**src/rtl/des_pkg.sv**
```systemverilog
// Shared DES key-schedule constants: bit-selection tables, per-round shift
// amounts and the 28-bit half-key rotate helpers.
package des_pkg;

    localparam int KEY_W = 64;
    localparam int CD_W  = 28;
    localparam int SK_W  = 48;

    // Left-rotate amount applied to produce C(i+1)/D(i+1), indexed from 0.
    localparam logic [0:15][1:0] SHIFT = {
        2'd1, 2'd1, 2'd2, 2'd2, 2'd2, 2'd2, 2'd2, 2'd2,
        2'd1, 2'd2, 2'd2, 2'd2, 2'd2, 2'd2, 2'd2, 2'd1
    };

    // DES 1-based bit numbers; entry 0 is output bit 1.
    localparam logic [0:55][6:0] PC1_IDX = {
        7'd57, 7'd49, 7'd41, 7'd33, 7'd25, 7'd17, 7'd9,  7'd1,
        7'd58, 7'd50, 7'd42, 7'd34, 7'd26, 7'd18, 7'd10, 7'd2,
        7'd59, 7'd51, 7'd43, 7'd35, 7'd27, 7'd19, 7'd11, 7'd3,
        7'd60, 7'd52, 7'd44, 7'd36, 7'd63, 7'd55, 7'd47, 7'd39,
        7'd31, 7'd23, 7'd15, 7'd7,  7'd62, 7'd54, 7'd46, 7'd38,
        7'd30, 7'd22, 7'd14, 7'd6,  7'd61, 7'd53, 7'd45, 7'd37,
        7'd29, 7'd21, 7'd13, 7'd5,  7'd28, 7'd20, 7'd12, 7'd4
    };

    localparam logic [0:47][6:0] PC2_IDX = {
        7'd14, 7'd17, 7'd11, 7'd24, 7'd1,  7'd5,  7'd3,  7'd28,
        7'd15, 7'd6,  7'd21, 7'd10, 7'd23, 7'd19, 7'd12, 7'd4,
        7'd26, 7'd8,  7'd16, 7'd7,  7'd27, 7'd20, 7'd13, 7'd2,
        7'd41, 7'd52, 7'd31, 7'd37, 7'd47, 7'd55, 7'd30, 7'd40,
        7'd51, 7'd45, 7'd33, 7'd48, 7'd44, 7'd49, 7'd39, 7'd56,
        7'd34, 7'd53, 7'd46, 7'd42, 7'd50, 7'd36, 7'd29, 7'd32
    };

    function automatic logic [CD_W-1:0] rol28(input logic [CD_W-1:0] x, input logic [1:0] n);
        case (n)
            2'd1:    return {x[CD_W-2:0], x[CD_W-1]};
            2'd2:    return {x[CD_W-3:0], x[CD_W-1:CD_W-2]};
            default: return x;
        endcase
    endfunction

    function automatic logic [CD_W-1:0] ror28(input logic [CD_W-1:0] x, input logic [1:0] n);
        case (n)
            2'd1:    return {x[0], x[CD_W-1:1]};
            2'd2:    return {x[1:0], x[CD_W-1:2]};
            default: return x;
        endcase
    endfunction

endpackage

```
**src/rtl/des_key_schedule_if.sv**
```systemverilog
// Key-offer and subkey-stream handshake bundle between the key source,
// the key schedule and the round datapath.
interface des_key_schedule_if;
    import des_pkg::*;

    logic [KEY_W-1:0] key_in;
    logic             decrypt;
    logic             key_valid;
    logic             key_ready;
    logic [SK_W-1:0]  sk_out;
    logic [3:0]       sk_round;
    logic             sk_valid;
    logic             sk_ready;
    logic             sk_last;
    logic             busy;

    modport master (
        output key_in, decrypt, key_valid, sk_ready,
        input  key_ready, sk_out, sk_round, sk_valid, sk_last, busy
    );

    modport slave (
        input  key_in, decrypt, key_valid, sk_ready,
        output key_ready, sk_out, sk_round, sk_valid, sk_last, busy
    );

endinterface

```
**src/rtl/des_pc2.sv**
```systemverilog
// DES Permuted Choice 2: selects the 48 subkey bits from the 56-bit C/D pair.
module des_pc2
    import des_pkg::*;
(
    input  logic [2*CD_W-1:0] cd,
    output logic [SK_W-1:0]   sk
);

    for (genvar i = 0; i < SK_W; i++) begin : g_pc2
        assign sk[SK_W-1-i] = cd[2*CD_W - PC2_IDX[i]];
    end

    // The eight C/D bits PC-2 discards (DES bits 9,18,22,25,35,38,43,54).
    logic unused_cd;
    assign unused_cd = ^{cd[47], cd[38], cd[34], cd[31], cd[21], cd[18], cd[13], cd[2]};

endmodule

```
**src/rtl/des_key_schedule.sv**
```systemverilog
// Iterative DES key schedule: one 64-bit key in, sixteen 48-bit subkeys out,
// one per sk handshake, in encrypt (K1..K16) or decrypt (K16..K1) order.
module des_key_schedule
    import des_pkg::*;
#(
    parameter int NROUNDS = 16,
    parameter bit REG_OUT = 1'b1
) (
    input  logic              clk,
    input  logic              rst,
    des_key_schedule_if.slave bus
);

    localparam logic [1:0] S_IDLE = 2'd0;
    localparam logic [1:0] S_LOAD = 2'd1;
    localparam logic [1:0] S_RUN  = 2'd2;

    localparam logic [3:0] LAST_CNT = 4'(NROUNDS - 1);

    logic [1:0]      state_q, state_d;
    logic [CD_W-1:0] c_q, c_d;
    logic [CD_W-1:0] d_q, d_d;
    logic            dir_q, dir_d;
    logic [3:0]      cnt_q, cnt_d;

    logic [2*CD_W-1:0] pc1_cd;
    logic [2*CD_W-1:0] pc2_in;
    logic [SK_W-1:0]   pc2_sk;

    for (genvar i = 0; i < 2*CD_W; i++) begin : g_pc1
        assign pc1_cd[2*CD_W-1-i] = bus.key_in[KEY_W - PC1_IDX[i]];
    end

    // Parity bits (DES bits 8,16,..,64) never reach the schedule.
    logic unused_parity;
    assign unused_parity = ^{bus.key_in[56], bus.key_in[48], bus.key_in[40], bus.key_in[32],
                             bus.key_in[24], bus.key_in[16], bus.key_in[8],  bus.key_in[0]};

    // NOTE: every always_comb output gets a default first so no path infers a latch.
    always_comb begin
        state_d = state_q;
        c_d     = c_q;
        d_d     = d_q;
        dir_d   = dir_q;
        cnt_d   = cnt_q;
        case (state_q)
            S_IDLE: begin
                if (bus.key_valid) begin
                    c_d     = pc1_cd[2*CD_W-1:CD_W];
                    d_d     = pc1_cd[CD_W-1:0];
                    dir_d   = bus.decrypt;
                    cnt_d   = '0;
                    state_d = S_LOAD;
                end
            end
            S_LOAD: begin
                // Decrypt starts at C16/D16, which equals C0/D0 after 28 total shifts.
                if (!dir_q) begin
                    c_d = rol28(c_q, SHIFT[0]);
                    d_d = rol28(d_q, SHIFT[0]);
                end
                state_d = S_RUN;
            end
            S_RUN: begin
                if (bus.sk_ready) begin
                    cnt_d = cnt_q + 4'd1;
                    if (dir_q) begin
                        c_d = ror28(c_q, SHIFT[LAST_CNT - cnt_q]);
                        d_d = ror28(d_q, SHIFT[LAST_CNT - cnt_q]);
                    end else begin
                        c_d = rol28(c_q, SHIFT[cnt_q + 4'd1]);
                        d_d = rol28(d_q, SHIFT[cnt_q + 4'd1]);
                    end
                    if (cnt_q == LAST_CNT) begin
                        state_d = S_IDLE;
                    end
                end
            end
            default: state_d = S_IDLE;
        endcase
    end

    // NOTE: sequential state uses non-blocking assignments so all flops update together.
    always_ff @(posedge clk or posedge rst) begin
        if (rst) begin
            state_q <= S_IDLE;
            c_q     <= '0;
            d_q     <= '0;
            dir_q   <= 1'b0;
            cnt_q   <= '0;
        end else begin
            state_q <= state_d;
            c_q     <= c_d;
            d_q     <= d_d;
            dir_q   <= dir_d;
            cnt_q   <= cnt_d;
        end
    end

    // Registered output looks at next-state C/D so both variants share latency.
    if (REG_OUT) begin : g_reg_out
        logic [SK_W-1:0] sk_q, sk_d;

        assign pc2_in = {c_d, d_d};

        always_comb begin
            sk_d = pc2_sk;
        end

        always_ff @(posedge clk or posedge rst) begin
            if (rst) begin
                sk_q <= '0;
            end else begin
                sk_q <= sk_d;
            end
        end

        assign bus.sk_out = sk_q;
    end else begin : g_comb_out
        assign pc2_in     = {c_q, d_q};
        assign bus.sk_out = pc2_sk;
    end

    des_pc2 u_pc2 (
        .cd (pc2_in),
        .sk (pc2_sk)
    );

    assign bus.key_ready = (state_q == S_IDLE);
    assign bus.busy      = (state_q != S_IDLE);
    assign bus.sk_valid  = (state_q == S_RUN);
    assign bus.sk_round  = dir_q ? (LAST_CNT - cnt_q) : cnt_q;
    assign bus.sk_last   = (state_q == S_RUN) && (cnt_q == LAST_CNT);

endmodule

```
**src/flat_wrapper.sv**
```systemverilog
// flat-port wrapper written by rule: the top's interface ports become plain ports
module des_key_schedule_flat import des_pkg::*;
#(
    parameter int NROUNDS = 16,
    parameter bit REG_OUT = 1'b1
)
  (clk, rst, bus_key_in, bus_decrypt, bus_key_valid, bus_sk_ready, bus_key_ready, bus_sk_out, bus_sk_round, bus_sk_valid, bus_sk_last, bus_busy);
  des_key_schedule_if bus_i ();
  input  logic clk;
  input  logic rst;
  input wire logic [$bits(bus_i.key_in)-1:0] bus_key_in;
  input wire logic [$bits(bus_i.decrypt)-1:0] bus_decrypt;
  input wire logic [$bits(bus_i.key_valid)-1:0] bus_key_valid;
  input wire logic [$bits(bus_i.sk_ready)-1:0] bus_sk_ready;
  output wire logic [$bits(bus_i.key_ready)-1:0] bus_key_ready;
  output wire logic [$bits(bus_i.sk_out)-1:0] bus_sk_out;
  output wire logic [$bits(bus_i.sk_round)-1:0] bus_sk_round;
  output wire logic [$bits(bus_i.sk_valid)-1:0] bus_sk_valid;
  output wire logic [$bits(bus_i.sk_last)-1:0] bus_sk_last;
  output wire logic [$bits(bus_i.busy)-1:0] bus_busy;
  assign bus_i.key_in = bus_key_in;
  assign bus_i.decrypt = bus_decrypt;
  assign bus_i.key_valid = bus_key_valid;
  assign bus_i.sk_ready = bus_sk_ready;
  assign bus_key_ready = bus_i.key_ready;
  assign bus_sk_out = bus_i.sk_out;
  assign bus_sk_round = bus_i.sk_round;
  assign bus_sk_valid = bus_i.sk_valid;
  assign bus_sk_last = bus_i.sk_last;
  assign bus_busy = bus_i.busy;
  des_key_schedule #(.NROUNDS(NROUNDS), .REG_OUT(REG_OUT)) u_core (.clk(clk), .rst(rst), .bus(bus_i));
endmodule
```
**config.mk**
```make
export PLATFORM = sky130hd
export DESIGN_NAME = des_key_schedule_flat
export DESIGN_NICKNAME = d
export VERILOG_FILES = /design/src/rtl/des_pkg.sv /design/src/rtl/des_key_schedule_if.sv /design/src/rtl/des_pc2.sv /design/src/rtl/des_key_schedule.sv /design/src/flat_wrapper.sv
export SDC_FILE = /design/constraint.sdc
export NUM_CORES = 1
export LEC_CHECK = 0
export CAP_MARGIN = 15
export CELL_PAD_IN_SITES_DETAIL_PLACEMENT = 1
export CELL_PAD_IN_SITES_GLOBAL_PLACEMENT = 2
export CORE_UTILIZATION = 40
export CTS_CLUSTER_SIZE = 14
export DETAILED_ROUTE_END_ITERATION = 7
export DONT_BUFFER_PORTS = 1
export MAX_ROUTING_LAYER = met4
export PLACE_DENSITY = 0.9
export SYNTH_ARGS = -nofsm -noshare
export SYNTH_HDL_FRONTEND = slang
export SYNTH_HIERARCHICAL = 1
export SYNTH_SLANG_ARGS = --single-unit
```
**constraint.sdc**
```tcl
create_clock -name clk -period 4.84 [get_ports clk]
set_clock_uncertainty 0.15 [all_clocks]
set_input_delay 0.968 -clock clk [delete_from_list [all_inputs] [get_ports clk]]
set_output_delay 0.968 -clock clk [all_outputs]
set_load 0.03 [all_outputs]
```
==> results of run 1 <==
==> cell usage in the layout, fill, tap and decap left out, types with 9 or more instances in the layout <==
cell type | netlist | layout
sky130_fd_sc_hd__or2_2 | 53 | 53
sky130_fd_sc_hd__o221ai_1 | 51 | 51
sky130_fd_sc_hd__dfrtp_1 | 111 | 108
sky130_fd_sc_hd__nor3_1 | 58 | 58
sky130_fd_sc_hd__nor2_1 | 120 | 120
sky130_fd_sc_hd__a222oi_1 | 53 | 53
sky130_fd_sc_hd__a2111oi_0 | 16 | 16
sky130_fd_sc_hd__a2111oi_2 | 40 | 40
sky130_fd_sc_hd__buf_4 | 51 | 20
sky130_fd_sc_hd__a21boi_0 | 55 | 55
sky130_fd_sc_hd__a21o_1 | 53 | 53
sky130_fd_sc_hd__a21oi_1 | 55 | 54
sky130_fd_sc_hd__clkbuf_16 | 0 | 9
sky130_fd_sc_hd__o21ai_0 | 9 | 9
sky130_fd_sc_hd__mux2i_1 | 57 | 57
==> worst max-delay path, cell delays in order, from the launching register on <==
cell and delay, ps:
sky130_fd_sc_hd__dfrtp_2 580, sky130_fd_sc_hd__or2_2 460, sky130_fd_sc_hd__inv_1 260, sky130_fd_sc_hd__and2_2 870, sky130_fd_sc_hd__buf_4 380, sky130_fd_sc_hd__a222oi_1 140, sky130_fd_sc_hd__a21oi_1 340
==> power by group through the flow <==
stage / Combinational (W) / Clock (W) / Sequential [W]
after floorplan: 0.00396 / 0 / 0.00191
after global placement: 0.00356 / 0 / 0.00258
after detailed placement: 0.00372 / 0 / 0.00261
after CTS: 0.00374 / 0.000813 / 0.00260
after global routing: 0.00410 / 0.000837 / 0.00271
final: 0.00372 / 0.000789 / 0.00260
==> registers in the layout (all words and copies together), names as in the netlist <==
signal and flops:
u_core/bus.sk_out 48, u_core/d_q 28, u_core/cnt_q 4, u_core/c_q 28, u_core/state_q 2, u_core/dir_q 1
==> routing by layer <==
metal / global-route usage [%] / vias up / routed length [um]
li1: - / 3359 / -
met1: 29.5 / 3805 / 11300
met2: 42.8 / 201 / 13200
met3: 4.12 / 36 / 1280
met4: 7.37 / 0 / 530
met5: - / - / 0
==> path summary, 6_finish.rpt <==
check / start / to / slack [ps]
setup / recovery: u_core/state_q[1]$_DFFE_PP0P_ / u_core/d_q[0]$_DFF_PP0_ / 1510
max in group asynchronous: rst / u_core/dir_q$_DFFE_PP0P_ / 3120
min in group clk: u_core/d_q[13]$_DFF_PP0_ / u_core/d_q[13]$_DFF_PP0_ / 540
setup reg to reg: u_core/state_q[1]$_DFFE_PP0P_ / u_core/d_q[0]$_DFF_PP0_ / 1510
hold reg to reg: u_core/d_q[13]$_DFF_PP0_ / u_core/d_q[13]$_DFF_PP0_ / 540
hold / removal: rst / u_core/bus.sk_out[46]$_DFF_PP0_ / 490
==> stage by stage <==
step                instance area (um^2)  cells
global route                        8610   1109
global placement                    8300   1093
detailed placement                  8300   1093
floorplan                           8780   1000
finish                              8610   1109
CTS                                 8610   1109
==> logic make-up after synthesis <==
kind of cell	after synthesis
AOI/OAI and AO/OA	349
xor gates and xnor gates	6
adders and majority gates	3
buffers and inverters	211
DFF	111
muxes	58
and+or+nand+nor	262
==> area by class of cell <==
type                            count  area, um^2
Tap cell                          275         344
Sequential cell                   111        2780
Inverter                            8        32.5
Clock inverter                      6        68.8
Clock buffer                       10         239
Fill cell                        2407       12700
Multi-Input combinational cell    678        4970
Timing Repair Buffer               21         170
==> out/metrics.json, run 1 <==
{
  "outcome": {"value": "finished clean"},
  "syn-cell-area": {"value": 8780, "unit": "um^2"},
  "drt_iter0_drc": {"value": 444},
  "die_y": {"value": 150, "unit": "um"},
  "floorplan.core_area": {"value": 21300, "unit": "um^2"},
  "power_per_cell_area": {"value": 825, "unit": "nW/um^2"},
  "htree_num_levels": {"value": 3},
  "cts_buffer_depth": {"value": 2},
  "syn_avg_cell_area": {"value": 8.78, "unit": "um^2"},
  "insertedDiodeCount": {"value": 0},
  "hold-worst-slack": {"value": 493, "unit": "ps"},
  "r2r_cells": {"value": 6},
  "seq_area_frac_synth": {"value": 31.6, "unit": "%"},
  "finish.net_count": {"value": 901},
  "netSwitchingFraction": {"value": 54.4, "unit": "%"},
  "layout-area-overhead-vs-synth": {"value": -2.04, "unit": "%"},
  "cts_tree": {"value": "built"},
  "cellInternalPower": {"value": 0.00323, "unit": "W"},
  "floorplan.rows": {"value": 53},
  "req_time_crit_path": {"value": 4930, "unit": "ps"},
  "place_congestion": {"value": 0.751},
  "min_period": {"value": 3330, "unit": "ps"},
  "power.switching": {"value": 0.00387, "unit": "W"},
  "overflow": {"value": 0},
  "yosysTopAreaCell": {"value": "sky130_fd_sc_hd__dfrtp_1"},
  "post_synth_fa_ha_maj_area_fraction": {"value": 0.427, "unit": "%"},
  "grt_pass1_vias": {"value": 7728},
  "post-dp-hpwl": {"value": 16.2, "unit": "mm"},
  "routed_wire_length": {"value": 26.4, "unit": "mm"},
  "yosys-top-cells-area": {"value": "sky130_fd_sc_hd__dfrtp_1 32%, sky130_fd_sc_hd__a2111oi_2 6.8%, sky130_fd_sc_hd__mux2i_1 6.5%, sky130_fd_sc_hd__a222oi_1 6.0%, sky130_fd_sc_hd__clkbuf_1 5.1%"},
  "share_of_synthesized_cell_area_in_and_or_nand_and_nor_gates": {"value": 14.3, "unit": "%"},
  "grt_pass1_wl": {"value": 43.0, "unit": "mm"},
  "max_freq": {"value": 300, "unit": "MHz"},
  "p_comb_share": {"value": 52.3, "unit": "%"},
  "postCtsSetupBuffers": {"value": 0},
  "timing.critical_path.fanout_max": {"value": 42},
  "ios": {"value": 125},
  "postCtsHoldBufs": {"value": 0},
  "synth_seq_cells": {"value": 111},
  "remaining_drc_errors": {"value": 0},
  "post_synth_top_flop": {"value": "sky130_fd_sc_hd__dfrtp_1"},
  "cp.arrival": {"value": 3420, "unit": "ps"},
  "timing_max_transition_violations_final": {"value": 0},
  "syn-num-nets": {"value": 1072},
  "synthesis.instances": {"value": 1000},
  "total_leakage_power": {"value": 3.69, "unit": "nW"},
  "rsz0062_at_grt": {"value": "false"},
  "antenna_found_initial": {"value": 0},
  "preCtsSetupSlack": {"value": 1520, "unit": "ps"},
  "die_x": {"value": 150, "unit": "um"},
  "synth-warning-count": {"value": 6},
  "maxCapViolations": {"value": 0},
  "synth_compound_area_share": {"value": 34.0, "unit": "%"},
  "power": {"value": 0.00710, "unit": "W"},
  "asyncSetResetFlopFracSynth": {"value": 100, "unit": "%"},
  "worst_setup_path_start_kind": {"value": "flop"},
  "finalCoreUtilization": {"value": 40.4, "unit": "%"},
  "yosysUniqueCellTypes": {"value": 48},
  "grt_use_total": {"value": 24.8, "unit": "%"},
  "post_route_cells_drive_above_1_share": {"value": 17.5, "unit": "%"},
  "grt_start_max_net_pins": {"value": 70},
  "post-route-worst-setup-slack": {"value": 1510, "unit": "ps"},
  "maximum_resistive_drop_on_vdd": {"value": 0.000352, "unit": "V"},
  "fin_crit_sh": {"value": 68.9, "unit": "%"},
  "hold_path.class": {"value": "input pin to async pin"},
  "total_cts_buffers": {"value": 9},
  "hold_viol_final": {"value": 0},
  "finalSetupTns": {"value": 0, "unit": "ps"},
  "firstDrtPassIters": {"value": 6},
  "post_route_antenna_net_violation_count": {"value": 0},
  "synth_top_family_by_area": {"value": "compound AO/OA/AOI/OAI gates"},
  "insertion_delay": {"value": 360, "unit": "ps"},
  "synth.area.mux_share": {"value": 6.75, "unit": "%"},
  "clock_sinks": {"value": 111},
  "setup_viol_count_final": {"value": 0},
  "routed-via-count": {"value": 7401},
  "worst-slew-pin-transition": {"value": 1030, "unit": "ps"},
  "fraction_of_synthesized_cell_area_taken_by_the_top_area_cell_type": {"value": 31.6, "unit": "%"},
  "drt-wirelength-per-cell": {"value": 23.8, "unit": "um"},
  "clock-root-buffer": {"value": "sky130_fd_sc_hd__clkbuf_16"},
  "die-area": {"value": 22600, "unit": "um^2"},
  "starting_density": {"value": 41.3, "unit": "%"},
  "criticalPathCategory": {"value": "flop to flop"},
  "clock_power_share": {"value": 11.1, "unit": "%"},
  "post_cts.resized_instances": {"value": 0},
  "synthXorXnorAreaFrac": {"value": 0.598, "unit": "%"},
  "synth_enable_flop_cells": {"value": 0},
  "endpoint_kind": {"value": "flop"},
  "buffer_ports.inserted": {"value": 0},
  "worst_path_clk_slew": {"value": 80, "unit": "ps"},
  "via_per_inst": {"value": 6.67},
  "slew-limit-headroom": {"value": 31.0, "unit": "%"},
  "register_share_of_total_power": {"value": 36.6, "unit": "%"},
  "synth.top_cells.by_count": {"value": "120 x sky130_fd_sc_hd__clkbuf_1, 120 x sky130_fd_sc_hd__nor2_1, 111 x sky130_fd_sc_hd__dfrtp_1"}
}
No activity file was read; power rests on OpenSTA's default activity.
==> run 2, diff against run 1 <==
==> constraint.sdc (replaced) <==
create_clock -name clk -period 3.16 [get_ports clk]
set_clock_uncertainty 0.15 [all_clocks]
set_input_delay 0.632 -clock clk [delete_from_list [all_inputs] [get_ports clk]]
set_output_delay 0.632 -clock clk [all_outputs]
set_load 0.03 [all_outputs]
==> run 2 against run 1 <==
Effect of this change: via count increased by 0.76%; critical path type unchanged; combinational power increased by 64%; fmax increased by 22%.
==> out/metrics.json, run 2 (synthesis gave the netlist of run 1 again) <==
{
  "p_comb_share": {"value": 54.6, "unit": "%", "change": "+2.3 points"},
  "die_y": {"value": 150, "unit": "um", "change": "unchanged"},
  "postCtsHoldBufs": {"value": 0, "change": "unchanged"},
  "total_leakage_power": {"value": 3.80, "unit": "nW", "change": "+3.0%"},
  "wl_met3": {"value": 1.21, "unit": "mm", "change": "-5.2%"},
  "insertion_delay": {"value": 360, "unit": "ps", "change": "about the same"},
  "floorplan.core_area": {"value": 21300, "unit": "um^2", "change": "unchanged"},
  "die-area": {"value": 22600, "unit": "um^2", "change": "unchanged"},
  "post_route_cells_drive_above_1_share": {"value": 19.3, "unit": "%", "change": "+1.8 points"},
  "dpl-instance-area": {"value": 8520, "unit": "um^2", "change": "+2.7%"},
  "hold_viol_final": {"value": 0, "change": "unchanged"},
  "cellInternalPower": {"value": 0.00518, "unit": "W", "change": "+60%"},
  "grt_pass1_vias": {"value": 7592, "change": "-1.8%"},
  "fin_crit_sh": {"value": 86.6, "unit": "%", "change": "+18 points"},
  "htree_num_levels": {"value": 3, "change": "unchanged"},
  "remaining_drc_errors": {"value": 0, "change": "unchanged"},
  "post-dp-hpwl": {"value": 16.9, "unit": "mm", "change": "+4.6%"},
  "top_layer": {"value": "met4"},
  "overflow": {"value": 0, "change": "unchanged"},
  "maxCapViolations": {"value": 0, "change": "unchanged"},
  "worst-slew-pin-transition": {"value": 814, "unit": "ps", "change": "-218 ps"},
  "drt-wirelength-per-cell": {"value": 23.8, "unit": "um", "change": "about the same"},
  "worst-r2r-setup-slack": {"value": 420, "unit": "ps", "change": "-1080 ps"},
  "setup_viol_count_final": {"value": 0, "change": "unchanged"},
  "clock_power_share": {"value": 10.4, "unit": "%", "change": "-0.7 points"},
  "netSwitchingFraction": {"value": 53.5, "unit": "%", "change": "-0.91 points"},
  "insertedDiodeCount": {"value": 0, "change": "unchanged"},
  "req_time_crit_path": {"value": 3280, "unit": "ps", "change": "-1650 ps"},
  "starting_density": {"value": 41.3, "unit": "%", "change": "unchanged"},
  "place_congestion": {"value": 0.782, "change": "+4.1%"},
  "cp.arrival": {"value": 2860, "unit": "ps", "change": "-560 ps"},
  "max_freq": {"value": 365, "unit": "MHz", "change": "+22%"},
  "grt_start_max_net_pins": {"value": 64, "change": "-8.6%"},
  "grt_pass1_wl": {"value": 43.3, "unit": "mm", "change": "+0.80%"},
  "worst_path_clk_slew": {"value": 70, "unit": "ps", "change": "about the same"},
  "ios": {"value": 125, "change": "unchanged"},
  "routed-via-count": {"value": 7457, "change": "+0.76%"},
  "via_per_inst": {"value": 6.61, "change": "-0.94%"},
  "outcome": {"value": "finished clean"},
  "rsz0062_at_grt": {"value": "false"},
  "clock-root-buffer": {"value": "sky130_fd_sc_hd__clkbuf_16"},
  "buffer_ports.inserted": {"value": 0, "change": "unchanged"},
  "n_fill_cell": {"value": 2418, "change": "+0.46%"},
  "hold_path.class": {"value": "input pin to async pin"},
  "postCtsSetupBuffers": {"value": 0, "change": "unchanged"},
  "fin_area": {"value": 8810, "unit": "um^2", "change": "+2.3%"},
  "wl_met2": {"value": 13.8, "unit": "mm", "change": "+4.3%"},
  "layout_commonest_cell": {"value": "sky130_fd_sc_hd__nor2_1"},
  "finalSetupTns": {"value": 0, "unit": "ps", "change": "unchanged"},
  "dp.cells": {"value": 1114, "change": "+1.9%"},
  "post_route_antenna_net_violation_count": {"value": 0, "change": "unchanged"},
  "total_cts_buffers": {"value": 9, "change": "unchanged"},
  "cts_tree": {"value": "built"},
  "power_per_cell_area": {"value": 1270, "unit": "nW/um^2", "change": "+54%"},
  "antenna_found_initial": {"value": 0, "change": "unchanged"},
  "firstDrtPassIters": {"value": 6, "change": "unchanged"},
  "slew-limit-headroom": {"value": 45.8, "unit": "%", "change": "+15 points"},
  "timing.critical_path.fanout_max": {"value": 24, "change": "-43%"},
  "r2r_cells": {"value": 8, "change": "+2"},
  "clock_sinks": {"value": 111, "change": "unchanged"},
  "cts_buffer_depth": {"value": 2, "change": "unchanged"},
  "post_cts.resized_instances": {"value": 0, "change": "unchanged"},
  "layout_common_cells": {"value": "120 x sky130_fd_sc_hd__nor2_1, 108 x sky130_fd_sc_hd__dfrtp_1, 58 x sky130_fd_sc_hd__nor3_1"},
  "maximum_resistive_drop_on_vdd": {"value": 0.000503, "unit": "V", "change": "+43%"},
  "min_period": {"value": 2740, "unit": "ps", "change": "-598 ps"},
  "largest_register_ffs": {"value": 48, "change": "unchanged"},
  "finish.net_count": {"value": 922, "change": "+2.3%"},
  "endpoint_kind": {"value": "flop"},
  "layout-area-overhead-vs-synth": {"value": 0.242, "unit": "%"},
  "finalCoreUtilization": {"value": 41.4, "unit": "%", "change": "+0.94 points"},
  "criticalPathCategory": {"value": "flop to flop"},
  "routed_wire_length": {"value": 26.8, "unit": "mm", "change": "+1.7%"},
  "timing_max_transition_violations_final": {"value": 0, "change": "unchanged"},
  "routedLengthMet1": {"value": 11.5, "unit": "mm", "change": "+1.5%"},
  "layout.cells.non_filler": {"value": 1128, "change": "+1.7%"},
  "die_x": {"value": 150, "unit": "um", "change": "unchanged"},
  "worst_setup_path_start_kind": {"value": "flop"},
  "grt_use_total": {"value": 25.1, "unit": "%", "change": "+0.31 points"},
  "hold-worst-slack": {"value": 84.2, "unit": "ps", "change": "-408 ps"},
  "register_share_of_total_power": {"value": 35.1, "unit": "%", "change": "-1.5 points"},
  "drt_iter0_drc": {"value": 522, "change": "+18%"},
  "power.switching": {"value": 0.00597, "unit": "W", "change": "+54%"},
  "floorplan.rows": {"value": 53, "change": "unchanged"}
}
[run 2: cell count changes in the layout (fill, tap and decap cells not counted), sizes merged]
cell / before / now
buf: 21 / 42
inv: 8 / 6
clkinv: 4 / 3
clkinvlp: 1 / 2
[run 2: metal layers]
metal	GRT usage, %	up-vias
met1	30.4	3874
li1	-	3408
met4	6.92	0
met3	4.61	23
met5	-	-
met2	42.5	152
[run 2: layout make-up]
class / count / area [um^2] / area share [%]
clock inverters: 4 / 47.5 / 0.540
clock buffers: 10 / 239 / 2.71
repair buffers: 42 / 390 / 4.43
multi-input cells: 678 / 4970 / 56.4
flip-flops and latches: 111 / 2780 / 31.6
well taps: 275 / 344 / 3.91
inverters: 8 / 33.8 / 0.384
[run 2: path summary, 6_finish.rpt]
| kind | start | end |
|---|---|---|
| max in group asynchronous | rst | u_core/d_q[7]$_DFF_PP0_ |
| hold reg to reg | u_core/cnt_q[0]$_DFFE_PP0P_ | u_core/cnt_q[0]$_DFFE_PP0P_ |
| setup / recovery | u_core/cnt_q[1]$_DFFE_PP0P_ | u_core/d_q[19]$_DFF_PP0_ |
| hold / removal | rst | u_core/c_q[3]$_DFF_PP0_ |
| min in group clk | bus_decrypt | u_core/dir_q$_DFFE_PP0P_ |
| setup reg to reg | u_core/cnt_q[1]$_DFFE_PP0P_ | u_core/d_q[19]$_DFF_PP0_ |
[run 2: metrics by stage]
step / setup WS (ps) / power, W
floorplan: 729 / 0.00899
global placement: 483 / 0.00973
detailed placement: 433 / 0.00999
CTS: 405 / 0.0112
global route: 199 / 0.0120
finish: 424 / 0.0112
[run 2: worst max-delay path: stages, from the launching register on]
cell	delay, ps
sky130_fd_sc_hd__dfrtp_1	520
sky130_fd_sc_hd__ha_1	280
sky130_fd_sc_hd__mux2i_4	170
sky130_fd_sc_hd__buf_12	240
sky130_fd_sc_hd__buf_4	300
sky130_fd_sc_hd__mux2i_1	130
sky130_fd_sc_hd__a2111oi_2	420
sky130_fd_sc_hd__o221ai_1	190
sky130_fd_sc_hd__a21oi_1	220
[run 2: power by group through the flow]
stage / Sequential [W] / Combinational, W / Clock (W)
3_5_place_dp: 0.00392 / 0.00607 / 0
3_3_place_gp: 0.00389 / 0.00584 / 0
4_1_cts: 0.00391 / 0.00611 / 0.00119
6_report: 0.00391 / 0.00609 / 0.00116
2_1_floorplan: 0.00293 / 0.00606 / 0
5_1_grt: 0.00408 / 0.00665 / 0.00124
